==> config.mk <==
export PLATFORM = sky130hd
export DESIGN_NAME = axi4_burst_master_flat
export DESIGN_NICKNAME = d
export VERILOG_FILES = /design/src/rtl/axi4_burst_master_pkg.sv /design/src/rtl/axi4_burst_master_if.sv /design/src/rtl/axi4_burst_master_timeout_ctr.sv /design/src/rtl/axi4_burst_master.sv /design/src/flat_wrapper.sv
export SDC_FILE = /design/constraint.sdc
export NUM_CORES = 1
export LEC_CHECK = 0
export BUFFER_PORTS_ARGS = -buffer_cell sky130_fd_sc_hd__buf_2
export CORE_ASPECT_RATIO = 0.7
export CORE_MARGIN = 4
export CORE_UTILIZATION = 47
export CTS_CLUSTER_SIZE = 25
export DETAILED_ROUTE_END_ITERATION = 16
export GPL_TIMING_DRIVEN = 0
export PLACE_DENSITY = 0.95
export SLEW_MARGIN = 20
export SYNTH_ARGS = -nofsm -noshare
export SYNTH_HDL_FRONTEND = slang
export SYNTH_HIERARCHICAL = 1
export SYNTH_SLANG_ARGS = --single-unit
==> constraint.sdc <==
create_clock -name ACLK -period 3.9 [get_ports ACLK]
set_input_delay 0.78 -clock ACLK [delete_from_list [all_inputs] [get_ports ACLK]]
set_output_delay 0.78 -clock ACLK [all_outputs]
set_load 0.01 [all_outputs]
==> src/rtl/axi4_burst_master_pkg.sv <==
// Shared definitions for the AXI4 burst master: response codes, FSM state
// encodings, the latched burst-command record and a response-merge helper.
package axi4_pkg;

  localparam logic [1:0] RESP_OKAY    = 2'b00;
  localparam logic [1:0] RESP_SLVERR  = 2'b10;
  localparam logic [1:0] RESP_TIMEOUT = 2'b11;

  typedef logic [2:0] mst_state_t;

  localparam mst_state_t ST_IDLE = 3'd0;
  localparam mst_state_t ST_AW   = 3'd1;
  localparam mst_state_t ST_W    = 3'd2;
  localparam mst_state_t ST_B    = 3'd3;
  localparam mst_state_t ST_AR   = 3'd4;
  localparam mst_state_t ST_R    = 3'd5;

  // The address is kept in its own register because its width is a
  // parameter of the master and cannot be sized inside the package.
  typedef struct packed {
    logic       write;
    logic [7:0] len;
    logic [2:0] size;
  } burst_cmd_t;

  function automatic logic [1:0] resp_max(input logic [1:0] a, input logic [1:0] b);
    return (a > b) ? a : b;
  endfunction

endpackage

==> src/rtl/axi4_burst_master_if.sv <==
// AXI4 AW/W/B/AR/R channel bundle between the burst master and a memory slave.
interface axi4_burst_master_if #(
  parameter int DATA_WIDTH = 32,
  parameter int ADDR_WIDTH = 16
);
  logic [ADDR_WIDTH-1:0] AWADDR;
  logic [7:0]            AWLEN;
  logic [2:0]            AWSIZE;
  logic                  AWVALID;
  logic                  AWREADY;
  logic [DATA_WIDTH-1:0] WDATA;
  logic                  WVALID;
  logic                  WLAST;
  logic                  WREADY;
  logic [1:0]            BRESP;
  logic                  BVALID;
  logic                  BREADY;
  logic [ADDR_WIDTH-1:0] ARADDR;
  logic [7:0]            ARLEN;
  logic [2:0]            ARSIZE;
  logic                  ARVALID;
  logic                  ARREADY;
  logic [DATA_WIDTH-1:0] RDATA;
  logic [1:0]            RRESP;
  logic                  RLAST;
  logic                  RVALID;
  logic                  RREADY;

  modport master (
    output AWADDR, AWLEN, AWSIZE, AWVALID, input AWREADY,
    output WDATA, WVALID, WLAST, input WREADY,
    input BRESP, BVALID, output BREADY,
    output ARADDR, ARLEN, ARSIZE, ARVALID, input ARREADY,
    input RDATA, RRESP, RLAST, RVALID, output RREADY
  );

  modport slave (
    input AWADDR, AWLEN, AWSIZE, AWVALID, output AWREADY,
    input WDATA, WVALID, WLAST, output WREADY,
    output BRESP, BVALID, input BREADY,
    input ARADDR, ARLEN, ARSIZE, ARVALID, output ARREADY,
    output RDATA, RRESP, RLAST, RVALID, input RREADY
  );
endinterface

==> src/rtl/axi4_burst_master_timeout_ctr.sv <==
// Idle-cycle watchdog: counts enabled cycles since the last clear and flags
// the cycle in which the count reaches TIMEOUT_CYCLES-1.
module axi4_timeout_ctr #(
  parameter int TIMEOUT_CYCLES = 256
) (
  input  logic clk,
  input  logic rst_n,
  input  logic clear_i,
  input  logic enable_i,
  output logic expired_o
);
  localparam int CW = (TIMEOUT_CYCLES > 2) ? $clog2(TIMEOUT_CYCLES) : 1;
  localparam logic [CW-1:0] LAST_CNT = CW'(TIMEOUT_CYCLES - 1);

  logic [CW-1:0] cnt_q;

  // A clear in the same cycle as expiry wins, so a late handshake is honoured.
  assign expired_o = enable_i && !clear_i && (cnt_q == LAST_CNT);

  // Idle-cycle counter
  always_ff @(posedge clk or negedge rst_n) begin
    if (!rst_n) begin
      cnt_q <= '0;
    end else if (clear_i || expired_o) begin
      cnt_q <= '0;
    end else if (enable_i) begin
      cnt_q <= cnt_q + CW'(1);
    end else begin
      cnt_q <= cnt_q;
    end
  end
endmodule

==> src/rtl/axi4_burst_master.sv <==
// Single-outstanding AXI4 INCR burst master: one command in, one burst on the
// bus, one completion pulse out. W and R data are passed through combinationally.
module axi4_burst_master
  import axi4_pkg::*;
#(
  parameter int DATA_WIDTH     = 32,
  parameter int ADDR_WIDTH     = 16,
  parameter int TIMEOUT_CYCLES = 256
) (
  input  logic                  ACLK,
  input  logic                  ARESETn,
  input  logic                  cmd_valid,
  output logic                  cmd_ready,
  input  logic                  cmd_write,
  input  logic [ADDR_WIDTH-1:0] cmd_addr,
  input  logic [7:0]            cmd_len,
  input  logic [2:0]            cmd_size,
  input  logic                  wd_valid,
  output logic                  wd_ready,
  input  logic [DATA_WIDTH-1:0] wd_data,
  output logic                  rd_valid,
  input  logic                  rd_ready,
  output logic [DATA_WIDTH-1:0] rd_data,
  output logic [1:0]            rd_resp,
  output logic                  rd_last,
  output logic                  done_valid,
  output logic                  done_write,
  output logic [1:0]            done_resp,
  axi4_burst_master_if.master   axi
);
  mst_state_t            state_q, state_d;
  burst_cmd_t            cmd_q, cmd_d;
  logic [ADDR_WIDTH-1:0] addr_q, addr_d;
  logic [8:0]            beat_q, beat_d;
  logic [1:0]            worst_q, worst_d;
  logic                  awvalid_q, awvalid_d, arvalid_q, arvalid_d, bready_q, bready_d;
  logic                  done_valid_q, done_valid_d, done_write_q, done_write_d;
  logic [1:0]            done_resp_q, done_resp_d;

  logic in_w_s, in_r_s, last_beat_s, r_term_s, early_last_s;
  logic aw_hs_s, w_hs_s, b_hs_s, ar_hs_s, r_hs_s, expired_s;
  logic [1:0] r_worst_s;

  assign in_w_s       = (state_q == ST_W);
  assign in_r_s       = (state_q == ST_R);
  assign last_beat_s  = (beat_q == {1'b0, cmd_q.len});
  assign aw_hs_s      = awvalid_q && axi.AWREADY;
  assign w_hs_s       = in_w_s && wd_valid && axi.WREADY;
  assign b_hs_s       = bready_q && axi.BVALID;
  assign ar_hs_s      = arvalid_q && axi.ARREADY;
  assign r_hs_s       = in_r_s && axi.RVALID && rd_ready;
  assign r_term_s     = axi.RLAST || (axi.RRESP != RESP_OKAY) || last_beat_s;
  // Slave closed the burst short without flagging an error itself.
  assign early_last_s = axi.RLAST && (beat_q < {1'b0, cmd_q.len}) && (axi.RRESP == RESP_OKAY);
  assign r_worst_s    = resp_max(worst_q, axi.RRESP);

  axi4_timeout_ctr #(.TIMEOUT_CYCLES(TIMEOUT_CYCLES)) u_timeout (
    .clk       (ACLK),
    .rst_n     (ARESETn),
    .clear_i   ((state_q == ST_IDLE) || aw_hs_s || w_hs_s || b_hs_s || ar_hs_s || r_hs_s),
    .enable_i  (state_q != ST_IDLE),
    .expired_o (expired_s)
  );

  assign cmd_ready   = (state_q == ST_IDLE) && !done_valid_q;
  assign axi.AWADDR  = addr_q;
  assign axi.AWLEN   = cmd_q.len;
  assign axi.AWSIZE  = cmd_q.size;
  assign axi.AWVALID = awvalid_q;
  assign axi.ARADDR  = addr_q;
  assign axi.ARLEN   = cmd_q.len;
  assign axi.ARSIZE  = cmd_q.size;
  assign axi.ARVALID = arvalid_q;
  assign axi.BREADY  = bready_q;
  assign axi.WVALID  = in_w_s && wd_valid;
  assign axi.WDATA   = wd_data;
  assign axi.WLAST   = in_w_s && last_beat_s;
  assign wd_ready    = in_w_s && axi.WREADY;
  assign rd_valid    = in_r_s && axi.RVALID;
  assign axi.RREADY  = in_r_s && rd_ready;
  assign rd_data     = axi.RDATA;
  assign rd_resp     = axi.RRESP;
  assign rd_last     = in_r_s && r_term_s;
  assign done_valid  = done_valid_q;
  assign done_write  = done_write_q;
  assign done_resp   = done_resp_q;

  // Next-state and channel-control logic
  always_comb begin
    state_d      = state_q;
    cmd_d        = cmd_q;
    addr_d       = addr_q;
    beat_d       = beat_q;
    worst_d      = worst_q;
    awvalid_d    = awvalid_q;
    arvalid_d    = arvalid_q;
    bready_d     = bready_q;
    done_valid_d = 1'b0;
    done_write_d = done_write_q;
    done_resp_d  = done_resp_q;
    case (state_q)
      ST_IDLE: begin
        if (cmd_valid && cmd_ready) begin
          cmd_d     = '{write: cmd_write, len: cmd_len, size: cmd_size};
          addr_d    = cmd_addr;
          beat_d    = 9'd0;
          worst_d   = RESP_OKAY;
          awvalid_d = cmd_write;
          arvalid_d = !cmd_write;
          state_d   = cmd_write ? ST_AW : ST_AR;
        end else begin
          state_d = ST_IDLE;
        end
      end
      ST_AW: begin
        if (aw_hs_s) begin
          awvalid_d = 1'b0;
          state_d   = ST_W;
        end else begin
          state_d = ST_AW;
        end
      end
      ST_W: begin
        if (w_hs_s) begin
          beat_d = beat_q + 9'd1;
          if (last_beat_s) begin
            bready_d = 1'b1;
            state_d  = ST_B;
          end else begin
            state_d = ST_W;
          end
        end else begin
          state_d = ST_W;
        end
      end
      ST_B: begin
        if (b_hs_s) begin
          bready_d     = 1'b0;
          done_valid_d = 1'b1;
          done_write_d = 1'b1;
          done_resp_d  = axi.BRESP;
          state_d      = ST_IDLE;
        end else begin
          state_d = ST_B;
        end
      end
      ST_AR: begin
        if (ar_hs_s) begin
          arvalid_d = 1'b0;
          state_d   = ST_R;
        end else begin
          state_d = ST_AR;
        end
      end
      ST_R: begin
        if (r_hs_s) begin
          beat_d  = beat_q + 9'd1;
          worst_d = r_worst_s;
          if (r_term_s) begin
            done_valid_d = 1'b1;
            done_write_d = 1'b0;
            done_resp_d  = early_last_s ? RESP_SLVERR : r_worst_s;
            state_d      = ST_IDLE;
          end else begin
            state_d = ST_R;
          end
        end else begin
          state_d = ST_R;
        end
      end
      default: begin
        state_d = ST_IDLE;
      end
    endcase
    if (expired_s) begin
      awvalid_d    = 1'b0;
      arvalid_d    = 1'b0;
      bready_d     = 1'b0;
      done_valid_d = 1'b1;
      done_write_d = cmd_q.write;
      done_resp_d  = RESP_TIMEOUT;
      state_d      = ST_IDLE;
    end else begin
      done_resp_d = done_resp_d;
    end
  end

  // State and output registers
  always_ff @(posedge ACLK or negedge ARESETn) begin
    if (!ARESETn) begin
      state_q      <= ST_IDLE;
      cmd_q        <= '0;
      addr_q       <= '0;
      beat_q       <= 9'd0;
      worst_q      <= RESP_OKAY;
      awvalid_q    <= 1'b0;
      arvalid_q    <= 1'b0;
      bready_q     <= 1'b0;
      done_valid_q <= 1'b0;
      done_write_q <= 1'b0;
      done_resp_q  <= RESP_OKAY;
    end else begin
      state_q      <= state_d;
      cmd_q        <= cmd_d;
      addr_q       <= addr_d;
      beat_q       <= beat_d;
      worst_q      <= worst_d;
      awvalid_q    <= awvalid_d;
      arvalid_q    <= arvalid_d;
      bready_q     <= bready_d;
      done_valid_q <= done_valid_d;
      done_write_q <= done_write_d;
      done_resp_q  <= done_resp_d;
    end
  end
endmodule
==> src/flat_wrapper.sv <==
// flat-port wrapper written by rule: the top's interface ports become plain ports
module axi4_burst_master_flat import axi4_pkg::*;
#(
  parameter int DATA_WIDTH     = 32,
  parameter int ADDR_WIDTH     = 16,
  parameter int TIMEOUT_CYCLES = 256
)
  (ACLK, ARESETn, cmd_valid, cmd_ready, cmd_write, cmd_addr, cmd_len, cmd_size, wd_valid, wd_ready, wd_data, rd_valid, rd_ready, rd_data, rd_resp, rd_last, done_valid, done_write, done_resp, axi_AWADDR, axi_AWLEN, axi_AWSIZE, axi_AWVALID, axi_AWREADY, axi_WDATA, axi_WVALID, axi_WLAST, axi_WREADY, axi_BRESP, axi_BVALID, axi_BREADY, axi_ARADDR, axi_ARLEN, axi_ARSIZE, axi_ARVALID, axi_ARREADY, axi_RDATA, axi_RRESP, axi_RLAST, axi_RVALID, axi_RREADY);
  axi4_burst_master_if #(.DATA_WIDTH(DATA_WIDTH), .ADDR_WIDTH(ADDR_WIDTH)) axi_i ();
  input  logic ACLK;
  input  logic ARESETn;
  input  logic cmd_valid;
  output logic cmd_ready;
  input  logic cmd_write;
  input  logic [ADDR_WIDTH-1:0] cmd_addr;
  input  logic [7:0] cmd_len;
  input  logic [2:0] cmd_size;
  input  logic wd_valid;
  output logic wd_ready;
  input  logic [DATA_WIDTH-1:0] wd_data;
  output logic rd_valid;
  input  logic rd_ready;
  output logic [DATA_WIDTH-1:0] rd_data;
  output logic [1:0] rd_resp;
  output logic rd_last;
  output logic done_valid;
  output logic done_write;
  output logic [1:0] done_resp;
  output wire logic [$bits(axi_i.AWADDR)-1:0] axi_AWADDR;
  output wire logic [$bits(axi_i.AWLEN)-1:0] axi_AWLEN;
  output wire logic [$bits(axi_i.AWSIZE)-1:0] axi_AWSIZE;
  output wire logic [$bits(axi_i.AWVALID)-1:0] axi_AWVALID;
  input wire logic [$bits(axi_i.AWREADY)-1:0] axi_AWREADY;
  output wire logic [$bits(axi_i.WDATA)-1:0] axi_WDATA;
  output wire logic [$bits(axi_i.WVALID)-1:0] axi_WVALID;
  output wire logic [$bits(axi_i.WLAST)-1:0] axi_WLAST;
  input wire logic [$bits(axi_i.WREADY)-1:0] axi_WREADY;
  input wire logic [$bits(axi_i.BRESP)-1:0] axi_BRESP;
  input wire logic [$bits(axi_i.BVALID)-1:0] axi_BVALID;
  output wire logic [$bits(axi_i.BREADY)-1:0] axi_BREADY;
  output wire logic [$bits(axi_i.ARADDR)-1:0] axi_ARADDR;
  output wire logic [$bits(axi_i.ARLEN)-1:0] axi_ARLEN;
  output wire logic [$bits(axi_i.ARSIZE)-1:0] axi_ARSIZE;
  output wire logic [$bits(axi_i.ARVALID)-1:0] axi_ARVALID;
  input wire logic [$bits(axi_i.ARREADY)-1:0] axi_ARREADY;
  input wire logic [$bits(axi_i.RDATA)-1:0] axi_RDATA;
  input wire logic [$bits(axi_i.RRESP)-1:0] axi_RRESP;
  input wire logic [$bits(axi_i.RLAST)-1:0] axi_RLAST;
  input wire logic [$bits(axi_i.RVALID)-1:0] axi_RVALID;
  output wire logic [$bits(axi_i.RREADY)-1:0] axi_RREADY;
  assign axi_AWADDR = axi_i.AWADDR;
  assign axi_AWLEN = axi_i.AWLEN;
  assign axi_AWSIZE = axi_i.AWSIZE;
  assign axi_AWVALID = axi_i.AWVALID;
  assign axi_i.AWREADY = axi_AWREADY;
  assign axi_WDATA = axi_i.WDATA;
  assign axi_WVALID = axi_i.WVALID;
  assign axi_WLAST = axi_i.WLAST;
  assign axi_i.WREADY = axi_WREADY;
  assign axi_i.BRESP = axi_BRESP;
  assign axi_i.BVALID = axi_BVALID;
  assign axi_BREADY = axi_i.BREADY;
  assign axi_ARADDR = axi_i.ARADDR;
  assign axi_ARLEN = axi_i.ARLEN;
  assign axi_ARSIZE = axi_i.ARSIZE;
  assign axi_ARVALID = axi_i.ARVALID;
  assign axi_i.ARREADY = axi_ARREADY;
  assign axi_i.RDATA = axi_RDATA;
  assign axi_i.RRESP = axi_RRESP;
  assign axi_i.RLAST = axi_RLAST;
  assign axi_i.RVALID = axi_RVALID;
  assign axi_RREADY = axi_i.RREADY;
  axi4_burst_master #(.DATA_WIDTH(DATA_WIDTH), .ADDR_WIDTH(ADDR_WIDTH), .TIMEOUT_CYCLES(TIMEOUT_CYCLES)) u_core (.ACLK(ACLK), .ARESETn(ARESETn), .cmd_valid(cmd_valid), .cmd_ready(cmd_ready), .cmd_write(cmd_write), .cmd_addr(cmd_addr), .cmd_len(cmd_len), .cmd_size(cmd_size), .wd_valid(wd_valid), .wd_ready(wd_ready), .wd_data(wd_data), .rd_valid(rd_valid), .rd_ready(rd_ready), .rd_data(rd_data), .rd_resp(rd_resp), .rd_last(rd_last), .done_valid(done_valid), .done_write(done_write), .done_resp(done_resp), .axi(axi_i));
endmodule
# After elaboration in Yosys (flattened, before gate mapping)
# Cells that the tools add are included.
[totals]
out_inout_bits = 134
wordCells = 132
input_bits = 107
ff_bits = 57
[classes]
add_sub_neg = 2
mux = 50
eq_ne = 18
n_reduce_logical = 46
order_cmp = 2
[op_table]
columns = ["cell", "n"]
rows = [
  ["two-way mux 9 bit", 3],
  ["case mux 9 bit (3 select lines)", 1],
  ["two-way mux 1 bit", 21],
  ["two-way mux 2 bit", 10],
  ["case mux 3 bit (6 select lines)", 1],
  ["nonzero test 3 bit", 6],
  ["logical AND 1 bit", 17],
  ["two-way mux 8 bit", 2],
  ["two-way mux 3 bit", 5],
  ["inequality test 3 bit, second input constant", 5],
  ["AND reduction 4 bit", 3],
  ["case mux 1 bit (2 select lines)", 5],
  ["adder 9 x 1 -> 9 bit, second input constant", 1],
  ["equality test 9 x 8 -> 1 bit", 1],
  ["< comparator 9 x 8 -> 1 bit", 1],
  ["inequality test 3 x 2 -> 1 bit, second input constant", 3],
  ["AND reduction 3 bit", 3],
  ["adder 8 x 1 -> 8 bit, second input constant", 1],
  ["equality test 8 bit, second input constant", 1],
  ["logical OR 1 bit", 8],
  ["case mux 2 bit (2 select lines)", 2],
  ["equality test 3 x 2 -> 1 bit, second input constant", 2],
  ["equality test 3 bit, second input constant", 2],
  ["inequality test 2 bit, second input constant", 3],
  ["other kinds (7)", 11],
]

# Depth between registers and ports, before layout
[depth]
ltp_word = 12
depth_mapped = 12
depth_no_buf = 9

# Modules after synthesis
# The synthesis kept the hierarchy.
[by_module_without_submodules]
columns = ["module", "seq_area_each_um2", "instances", "cells_per_inst", "area_per_inst_um2"]
rows = [
  ["axi4_burst_master", 1226.2, 1, 394, 3343.2],
  ["axi4_timeout_ctr", 200.2, 1, 44, 441.7],
]

# Worst setup path before layout
# Ideal clock, no wire load.
[synth_timing]
kind = "input to register"
from = "input port wd_valid"
to = "register u_core.done_resp_q[0] (netlist: u_core/done_resp[0])"
arrival_ps = 2337
path_buffers = 2
setup_ps = 82
required_time_ps = 3818
slack_ps = 1481
stages = 10
cell_sequence = "and2_1 -> a21oi_1 -> nand3_1 -> buf_2 -> nor3_1 -> buf_1 -> a31oi_1 -> o21ai_1 -> nor2_1 -> a31oi_1"
[synth_via]
elab_chain_len = 11
elab_cells_between_ends = 15
cone_classes = "eq/ne (3); mux (1); reduce/logical (11)"
[synth_rtl]
columns = ["item", "line", "rtl"]
rows = [
  ["from (decl)", "flat_wrapper.sv:18", "input logic wd_valid;"],
  ["logical AND 1 bit (*) (2 in a row)", "axi4_burst_master.sv:48", "assign w_hs_s = in_w_s && wd_valid && axi.WREADY;"],
  ["logical OR 1 bit (*) (4 in a row)", "axi4_burst_master.sv:60", ".clear_i ((state_q == ST_IDLE) || aw_hs_s || w_hs_s || b_hs_s || ar_hs_s || r_hs_s),"],
  ["logical NOT 1 bit (*)", "axi4_burst_master_timeout_ctr.sv:18", "assign expired_o = enable_i && !clear_i && (cnt_q == LAST_CNT);"],
  ["logical AND 1 bit (*) (2 in a row)", "axi4_burst_master_timeout_ctr.sv:18", ""],
  ["named net u_core.expired_s", "axi4_burst_master.sv:41", "logic aw_hs_s, w_hs_s, b_hs_s, ar_hs_s, r_hs_s, expired_s;"],
  ["inequality test 3 bit (no source line) (tied with other cells)", "n/a", ""],
  ["AND reduction 4 bit (no source line)", "n/a", ""],
  ["to (signal assigned)", "axi4_burst_master.sv:213", "done_resp_q <= done_resp_d;"],
  ["to (decl)", "axi4_burst_master.sv:38", "logic [1:0] done_resp_q, done_resp_d;"],
]
# The timed path passes the listed nets; every way through them passes the cells marked *.
# A chain may end at the register's enable or synchronous reset.

# Worst setup path in the final report
[layout_timing]
from = "register u_core.state_q[1]"
to = "register u_core.done_resp_q[0] (netlist: u_core/done_resp[0])"
[layout_via]
elab_chain_len = 12
elab_cells_between_ends = 24
cone_classes = "eq/ne (6); mux (2); reduce/logical (16)"
[layout_rtl]
columns = ["item", "line", "rtl"]
rows = [
  ["from (decl)", "axi4_burst_master.sv:31", "mst_state_t state_q, state_d;"],
  ["from (signal assigned)", "axi4_burst_master.sv:203", "state_q <= state_d;"],
  ["equality test 3 x 2 -> 1 bit", "axi4_burst_master.sv:44", "assign in_w_s = (state_q == ST_W);"],
  ["logical AND 1 bit (2 in a row)", "axi4_burst_master.sv:48", ""],
  ["logical OR 1 bit (4 in a row)", "axi4_burst_master.sv:60", ""],
  ["logical NOT 1 bit", "axi4_burst_master_timeout_ctr.sv:18", ""],
  ["logical AND 1 bit (*) (2 in a row)", "axi4_burst_master_timeout_ctr.sv:18", ""],
  ["named net u_core.expired_s", "axi4_burst_master.sv:41", ""],
  ["inequality test 3 bit (no source line) (tied with other cells)", "n/a", ""],
  ["AND reduction 4 bit (no source line)", "n/a", ""],
]
# Marks and branches as above.

==> metrics <==
sequential share of the synthesized area=0.377; Adder-Cell Fraction of Synth Area=0.0430; crit-path max FO=10; Mapped Area=3780 µm²; PD cells=688 nW/µm²; H-tree depth=3; Die Height=83.1 µm; Internal Power=between 2 and 2.5 mW; GP Congestion=a little over 0.9; Die X=115 µm; router iterations before antenna repair=5; initial core utilization=0.483; DP Wirelength=8.59 mm; EDFF count, synth=0; Num Clock Sinks=57; TritonCTS clock tree=built; post-synth top area cell=dfrtp_1; relative slew slack=0.528; # port buffers=roughly 180; Site Rows=27; vias in the first global route=3616; synthesis-to-layout area growth=34.8%; area fraction in compound gates after synthesis=0.114; Comb pwr share=0.499; post-route cell area=5100 µm²; YS warnings=6; GRT Util Overall=0.220; Fin Hold WS=around 0.49 ns; Async SR Flop Fraction=1.00; Setup CP Type=register to register; most frequent cells in the layout=buf_2, buf_4, nand2_1; CP required=4.14 ns; CP cell instances=buf_2, nor3b_2, and2_1, a21oi_1, nand3_1, buf_2, nor3_1, buf_1, a31oi_1, o21ai_1, nor2_1, a31oi_1; Setup Buffers After CTS=0; DRC viols=0; syn nets=~560; RSZ-0062 raised after global routing=no; full die area=9580 µm²; Post-Synth XOR/XNOR Area=0.0139; first-pass GRT wire length=16.9 mm; Layout Cells excl Fill=731; Tcrit/Tclk final=0.739; leak pwr=2.87 nW; detailed router's first-iteration violation count=240; crit-path leading delay family=simple AND/OR/NAND/NOR gates; Synth top area share=0.377; core region area=between 7000 and 8000 µm²; Ports=241; antenna viol nets, final=0; maxcap violations=0; GRT Residual Overflow=0; largest net degree at the start of global routing=58; Sw Share=0.378; Cells after Synth=~440; Crit. End Element=register; fmax=347 MHz; largest family of logic cells by synthesized area=buffers and inverters; slowest CP cell=buf_1; Setup WS post-layout=1.02 ns; Post-Place Worst Slack=0.948 ns; top cells by area, synth=dfrtp_1, buf_4, nand2_1; Final Max Slew Viols=0; Clock Tree Root=clkbuf_16; Mapped Avg Cell Area=between 8 and 9 µm²; wire per inst=14.4 µm; FF+latch count, synth=57; CTS buffer count=9; clock-pin slew on the worst setup and hold paths=approximately 0.050 ns; clk buf depth=2; worst-margin pin slew=0.708 ns; ant diodes=0; final worst path period need=approximately 2.9 ns; Main synth FF type=dfrtp_1; Setup Viol. Count Final=0; final net count=745; Total Wirelength=10.6 mm; Post-CTS Hold Buffers=0; Layout Utilization=0.651; Critical Path Max Stage Delay=0.42 ns; Hold WC Path Type=register to register; initial antenna violation count=0; final hold vios=0; post_cts resized=0; Via Count=3638; commonest non-fill, non-tap cell in the layout=buf_2; Psw=1.33 mW; worst path arrival time=3.13 ns; Buf+Inv Stages, Crit Path=3; TNS Setup=0 ns; Netlist cell types=50; Post-Synth Simple-Gate Area=0.199; Peak VDD IR=between 0.3 and 0.4 mV; Post-Place Cells=715; placed instance area=4790 µm²; fillers=651; worst skew pair latency=between 0.3 and 0.4 ns; outcome=finished clean; post-synthesis mux area share=0.00562; layout cell share with drive strength beyond 1=0.500; Clk pwr share=0.224; Clock Skews=0.00502 ns; Sequential Power Share=0.277; Startpoint Class=register; total power=3.51 mW; vias per cell=4.98
## worst min-delay path, stage by stage (launching register included)
cell and delay (ns):
dfrtp_1 0.34, nand2_1 0.06, nand2_1 0.06
## cells by family after synthesis
logic type,after synthesis
AOI/OAI and AO/OA,69
adders and majority gates,13
and+or+nand+nor,158
xor gates and xnor gates,6
DFF,57
muxes,2
buffers and inverters,133
## sequential cells by signal (all words and copies together) (netlist names)
name,cells
u_core/done_valid,1
u_core/axi.BREADY,1
u_core/state_q,3
u_core/cmd_q,1
u_core/axi.ARSIZE,3
u_core/u_timeout/cnt_q,8
u_core/done_write,1
u_core/beat_q,9
u_core/axi.ARVALID,1
u_core/done_resp,2
u_core/axi.AWVALID,1
u_core/axi.ARLEN,8
u_core/worst_q,2
u_core/axi.ARADDR,16
## synthesized netlist by cell type (2+ instances only)
cell type / instances
nand3_1: 5
a31oi_1: 5
and3_1: 6
a21boi_0: 3
o21ai_0: 22
a22o_1: 2
inv_1: 13
clkbuf_1: 2
buf_4: 106
nand2b_1: 2
a21oi_1: 16
buf_2: 7
o22ai_1: 3
nand2_1: 83
nor2_1: 25
dfrtp_1: 57
a211oi_1: 2
o2111ai_1: 3
xor2_1: 6
or3_1: 5
nor2b_1: 3
nand4_1: 4
ha_1: 13
buf_6: 4
nor3b_1: 2
and3b_1: 2
and2_1: 5
nor3_1: 6
o211ai_1: 4
nor2_2: 2
## final timing paths
kind                                        start                    end  slack [ns]  cells after the start
worst max-delay path            u_core/state_q[1]    u_core/done_resp[0]        1.02                     12
worst min-delay path             u_core/cmd_q[11]       u_core/cmd_q[11]        0.49                      2
worst max register to register  u_core/state_q[1]    u_core/done_resp[0]        1.02                     12
worst min register to register   u_core/cmd_q[11]       u_core/cmd_q[11]        0.49                      2
max in group asynchronous                 ARESETn  u_core/axi.ARADDR[10]        2.92                      1
min in group asynchronous                 ARESETn   u_core/axi.ARADDR[2]        0.51                      1
## cell type report
cell class                 count  area [µm²]  share of cell area
clock buffer                  14         274              0.0537
inverter                      13        48.8             0.00956
multi-input combinational    248        1420               0.279
sequential                    57        1430               0.279
timing repair buffer         176         883               0.173
tap                          101         126              0.0248
buffer                       120         887               0.174
clock inverter                 2        35.0             0.00686
## power by group through the flow
stage,clock (mW),sequential [mW],combinational (mW)
2_1_floorplan,0,0.991,1.12
3_5_place_dp,0,0.980,1.75
6_report,0.786,0.974,1.75
4_1_cts,0.806,0.973,1.77
3_3_place_gp,0,0.963,1.69
5_1_grt,0.837,1.01,1.93
## routing by layer
| metal | wire, µm | global-route usage |
|---|---|---|
| met1 | 3980 | 0.262 |
| met3 | 1110 | 0.0728 |
| met5 | 0 | 0 |
| met2 | 5320 | 0.371 |
| met4 | 146 | 0.0714 |
Note: power is estimated with default switching activity, not from simulation.
